File: src/rtl/bus_arb_pkg.sv
`default_nettype none
// ============================================================================
// Module   : bus_arb_pkg
// Purpose  : Shared state encoding, widths and round-robin pick helper for
//            the 4-way bus arbiter.
// Revision : 1.0  initial release
// ============================================================================
package bus_arb_pkg;

    localparam int HOLD_W = 8;

    typedef enum logic [1:0] {
        IDLE  = 2'd0,
        GRANT = 2'd1,
        TURN  = 2'd2
    } arb_state_e;

    // First requester found scanning last+1, last+2, ... (mod 4).
    function automatic logic [1:0] rr_pick(input logic [3:0] req, input logic [1:0] last);
        logic [1:0] w_idx;
        logic [1:0] w_pick;
        logic       w_found;
        w_pick  = 2'd0;
        w_found = 1'b0;
        for (int k = 1; k <= 4; k++) begin
            w_idx = last + 2'(k);
            if (!w_found && req[w_idx]) begin
                w_pick  = w_idx;
                w_found = 1'b1;
            end
        end
        return w_pick;
    endfunction

endpackage
`default_nettype wire

File: src/rtl/bus_arbiter4_demux4.sv
`default_nettype none
// ============================================================================
// Module   : demux4
// Purpose  : Active-low 1-of-4 demultiplexer; the selected output follows
//            in_n, all others stay high.
// Revision : 1.0  initial release
// ============================================================================
module demux4 #(
    parameter int BITS = 1
) (
    input  logic [BITS-1:0] in_n,
    input  logic            s1,
    input  logic            s2,
    output logic [BITS-1:0] out1_n,
    output logic [BITS-1:0] out2_n,
    output logic [BITS-1:0] out3_n,
    output logic [BITS-1:0] out4_n
);

    always_comb begin
        out1_n = '1;
        out2_n = '1;
        out3_n = '1;
        out4_n = '1;
        case ({s2, s1})
            2'd0:    out1_n = in_n;
            2'd1:    out2_n = in_n;
            2'd2:    out3_n = in_n;
            default: out4_n = in_n;
        endcase
    end

endmodule
`default_nettype wire

File: src/rtl/bus_arbiter4.sv
`default_nettype none
// ============================================================================
// Module   : bus_arbiter4
// Purpose  : Round-robin 4-way arbiter with one-cycle turnaround and optional
//            maximum hold time under contention.
// Revision : 1.0  initial release
// ============================================================================
module bus_arbiter4 #(
    parameter int MAX_HOLD = 8
) (
    input  logic       clk,
    input  logic       reset,
    input  logic [3:0] req,
    output logic [3:0] grant_n,
    output logic [1:0] owner,
    output logic       busy
);
    import bus_arb_pkg::*;

    localparam bit              c_hold_en   = (MAX_HOLD != 0);
    localparam logic [HOLD_W-1:0] c_hold_last = HOLD_W'(MAX_HOLD - 1);
    localparam logic [HOLD_W-1:0] c_hold_max  = '1;

    arb_state_e        r_state_q, w_state_d;
    logic [1:0]        r_last_q,  w_last_d;
    logic [1:0]        r_owner_q, w_owner_d;
    logic [HOLD_W-1:0] r_hold_q,  w_hold_d;

    logic [1:0] w_win;
    logic       w_others;
    logic       w_release;
    logic       w_grant_in_n;

    assign w_win     = rr_pick(req, r_last_q);
    assign w_others  = |(req & ~(4'b0001 << r_owner_q));
    // A lone requester is never preempted: the limit only bites when someone waits.
    assign w_release = ~req[r_owner_q]
                     | (c_hold_en && (r_hold_q == c_hold_last) && w_others);

    always_comb begin
        w_state_d = r_state_q;
        w_last_d  = r_last_q;
        w_owner_d = r_owner_q;
        w_hold_d  = r_hold_q;
        case (r_state_q)
            IDLE, TURN: begin
                if (|req) begin
                    w_state_d = GRANT;
                    w_owner_d = w_win;
                    w_last_d  = w_win;
                    w_hold_d  = '0;
                end else begin
                    w_state_d = IDLE;
                end
            end
            GRANT: begin
                if (r_hold_q != c_hold_max) begin
                    w_hold_d = r_hold_q + HOLD_W'(1);
                end
                if (w_release) begin
                    w_state_d = TURN;
                end
            end
            default: w_state_d = IDLE;
        endcase
    end

    always_ff @(posedge clk) begin
        if (reset) begin
            r_state_q <= IDLE;
            r_last_q  <= 2'd3;
            r_owner_q <= 2'd0;
            r_hold_q  <= '0;
        end else begin
            r_state_q <= w_state_d;
            r_last_q  <= w_last_d;
            r_owner_q <= w_owner_d;
            r_hold_q  <= w_hold_d;
        end
    end

    assign w_grant_in_n = ~(r_state_q == GRANT);

    demux4 #(.BITS(1)) u_demux (
        .in_n   (w_grant_in_n),
        .s1     (r_owner_q[0]),
        .s2     (r_owner_q[1]),
        .out1_n (grant_n[0]),
        .out2_n (grant_n[1]),
        .out3_n (grant_n[2]),
        .out4_n (grant_n[3])
    );

    assign owner = r_owner_q;
    assign busy  = (r_state_q == GRANT);

`ifdef FORMAL
    always_comb begin
        if (!reset) begin
            assert ($countones(~grant_n) <= 1);
            assert (busy == ~&grant_n);
            assert ((grant_n == 4'b1111) || (r_state_q == GRANT));
        end
    end
`endif

endmodule
`default_nettype wire

File: config.mk
export PLATFORM = sky130hd
export DESIGN_NAME = bus_arbiter4
export DESIGN_NICKNAME = d
export VERILOG_FILES = /design/src/rtl/bus_arb_pkg.sv /design/src/rtl/bus_arbiter4_demux4.sv /design/src/rtl/bus_arbiter4.sv
export SDC_FILE = /design/constraint.sdc
export NUM_CORES = 1
export LEC_CHECK = 0
export BUFFER_PORTS_ARGS = -buffer_cell sky130_fd_sc_hd__buf_2
export CORE_MARGIN = 4
export CORE_UTILIZATION = 55
export DETAILED_ROUTE_END_ITERATION = 8
export PLACE_DENSITY = 0.76
export SLEW_MARGIN = 25
export SYNTH_ARGS = -nofsm -noshare
export SYNTH_HDL_FRONTEND = slang
export SYNTH_SLANG_ARGS = --single-unit
File: constraint.sdc
create_clock -name clk -period 3.26 [get_ports clk]
set_clock_uncertainty 0.2 [all_clocks]
set_input_delay 0.326 -clock clk [delete_from_list [all_inputs] [get_ports clk]]
set_output_delay 0.326 -clock clk [all_outputs]
set_load 0.05 [all_outputs]
==> results_dict.tcl <==
set metrics [dict create \
    switching_share_pct 36.7 \
    syn_inst 104 \
    relSlewSlack_pct 71.3 \
    min_to "owner[1]" \
    antenna_found_initial 0 \
    synth_enable_flop_cells 0 \
    cts.clk_slew.worst_paths_ns 0.07 \
    path_max_fanout 12 \
    vias_per_cell 6.25 \
    outcome "finished, final reports clean" \
    cts.root.buffer_cell "clkbuf_4" \
    tightest_slew_ns 0.430 \
    r2r-start "r_hold_q[0]" \
    drc 0 \
    multi_input_area_um2 493 \
    numCtsBuffers 3 \
    r2r_slack_ns 1.51 \
    crit_start "r_state_q[0]" \
    pin_count 13 \
    worst_ir_drop_vdd_mv 0.261 \
    async_flop_share_pct 0 \
    fp-row-count 13 \
    report.final.slew_viol_count 0 \
    gr-total-overflow 0 \
    fin_area_um2 893 \
    clock_latency_ns 0.27 \
    final_util_pct 64.6 \
    setup_tns_ns 0 \
    grt_pass1_wl_mm 3.07 \
    p_per_area_nw_per_um2 473 \
    place.gp.congestion 0.855 \
    h-tree-depth 1 \
    reg2reg_to "r_hold_q[4]" \
    yosys_register_bits 14 \
    fmax_mhz 491 \
    diodes 0 \
    p_int_uw 267 \
    hpwl_mm 1.36 \
    combPwrFrac_pct 29.9 \
    dieArea_um2 2230 \
    io_buffer_count 12 \
    cts_tree "done" \
    die_w_um 47.3 \
    hold_violations 0 \
    yosysSeqAreaShare_pct 33.0 \
    cts_setup_buffers 0 \
    holdWs_ns 0.0995 \
    arrival_ns 1.51 \
    final.fill_count 124 \
    avgSynthCellArea_um2 8.16 \
    r2r_cells 5 \
    min_from "reset" \
    power_switching_uw 155 \
    power.total_uw 422 \
    ys.flop_type "dfxtp_1" \
    finalSetupViolations 0 \
    grt_pass1_vias 702 \
    wirelength_mm 1.81 \
    instances_no_fill 125 \
    setup_slack_ns 1.22 \
    syn_area_um2 848 \
    dp_cells 122 \
    dr.pass1.iters 4 \
    core-area_um2 1380 \
    cts-resized-gates 0 \
    synthesis.nets 111 \
    leakage_nw 0.359 \
    ant_nets 0 \
    synth_cell_type_count 38 \
    ctsHoldBuffers 0 \
    area_growth_pct 5.31 \
    p_clk_share_pct 22.1 \
    routedWlPerCell_um 14.4 \
    min_path_cells 2 \
    initial_core_util_pct 61.4 \
    drt_iter0_drc 12 \
    fp.dieH_um 47.3 \
    vias 781 \
    fin_crit_sh_pct 62.4 \
    maxCapViolCount 0 \
    placed_area_um2 871 \
    rsz0062_at_grt "no" \
    crit_required_ns 2.73 \
    grt_max_degree 13 \
    ys_warn_count 0 \
    regArea_um2 280 \
    cts_sinks 14 \
    layout-drive-gt1-share_pct 19.1 \
    end_kind "primary output" \
    hp-class "input port to flip-flop" \
    final_nets 119 \
    track_usage_pct 19.3 \
    start_kind "flip-flop" \
    critPathKind "flip-flop to primary output" \
    sequentialPowerShare_pct 48.0 \
    pre_cts_ws_ns 1.52 \
    finalCriticalPeriod_ns 2.04 \
    clk_path_buf_depth 2 \
]
## how the worst max path moves through the flow
stage | to | slack [ns]
2_1_floorplan | grant_n[2] | 1.37
3_3_place_gp | grant_n[0] | 1.57
3_5_place_dp | r_hold_q[4] | 1.52
4_1_cts | grant_n[0] | 1.22
5_1_grt | grant_n[0] | 1.13
6_report | grant_n[0] | 1.22
## sequential cells by signal (all words and copies together), names as in the netlist
register / count
r_hold_q: 8
owner: 2
r_last_q: 2
r_state_q: 2
## synthesized netlist by cell type, types with 3 or more instances
| cell type | count | area [um2] |
|---|---|---|
| dfxtp_1 | 14 | 280 |
| nor2_1 | 14 | 52.6 |
| nand2_1 | 7 | 26.3 |
| a21oi_1 | 6 | 30.0 |
| buf_4 | 6 | 45.0 |
| inv_1 | 5 | 18.8 |
| nand3_1 | 5 | 25.0 |
| nor3_1 | 5 | 25.0 |
| clkbuf_1 | 3 | 11.3 |
| nand2b_1 | 3 | 18.8 |
| xnor2_1 | 3 | 26.3 |
## power by group through the flow
stage          sequential, mW  clock [mW]  combinational, mW
3_5_place_dp            0.207           0              0.126
6_report                0.203      0.0935              0.126
5_1_grt                 0.205       0.105              0.137
3_3_place_gp            0.205           0              0.123
4_1_cts                 0.202      0.0968              0.126
2_1_floorplan           0.196           0              0.117
## kinds of logic after synthesis
family / Yosys count / synth area share [%]
AOI/OAI and AO/OA: 23 / 20.6
xor gates and xnor gates: 3 / 3.10
adders and majority gates: 1 / 1.47
buffers and inverters: 14 / 8.85
and+or+nand+nor: 46 / 27.9
DFF: 14 / 33.0
muxes: 3 / 5.01
## worst max-delay path: stages, from the launching register on
cell and delay [ns]:
dfxtp_1 0.38, nand2b_1 0.26, or3_1 0.38, buf_2 0.21
## cell usage in the layout, fill, tap and decap left out, types with 2 or more instances in the layout
cell / synthesis / layout
a21oi_1: 6 / 6
nand2b_1: 3 / 3
and4_1: 2 / 2
nand2_1: 7 / 7
dfxtp_1: 14 / 14
nand3b_1: 2 / 2
mux2i_1: 2 / 2
buf_2: 0 / 12
o22ai_1: 2 / 2
nor2_1: 14 / 14
nor3_1: 5 / 5
xnor2_1: 3 / 3
inv_1: 5 / 5
clkbuf_4: 0 / 3
o211ai_1: 2 / 2
nand3_1: 5 / 5
o21ai_0: 2 / 2
## area by class of cell
type / instances / share of cell area, %
inverter: 5 / 2.10
multi-input combinational: 76 / 55.2
sequential: 14 / 31.4
clock buffer: 3 / 2.52
timing repair buffer: 12 / 6.72
tap: 15 / 2.10
## routing by layer
| layer | track usage [%] | share of wire [%] | vias to the layer above |
|---|---|---|---|
| met5 | 0 | 0 | - |
| li1 | - | - | 385 |
| met1 | 26.4 | 48 | 360 |
| met2 | 28.1 | 45 | 34 |
| met4 | 8.84 | 0.66 | 0 |
| met3 | 4.98 | 6.9 | 2 |
Power figures use the tool's default switching activity.
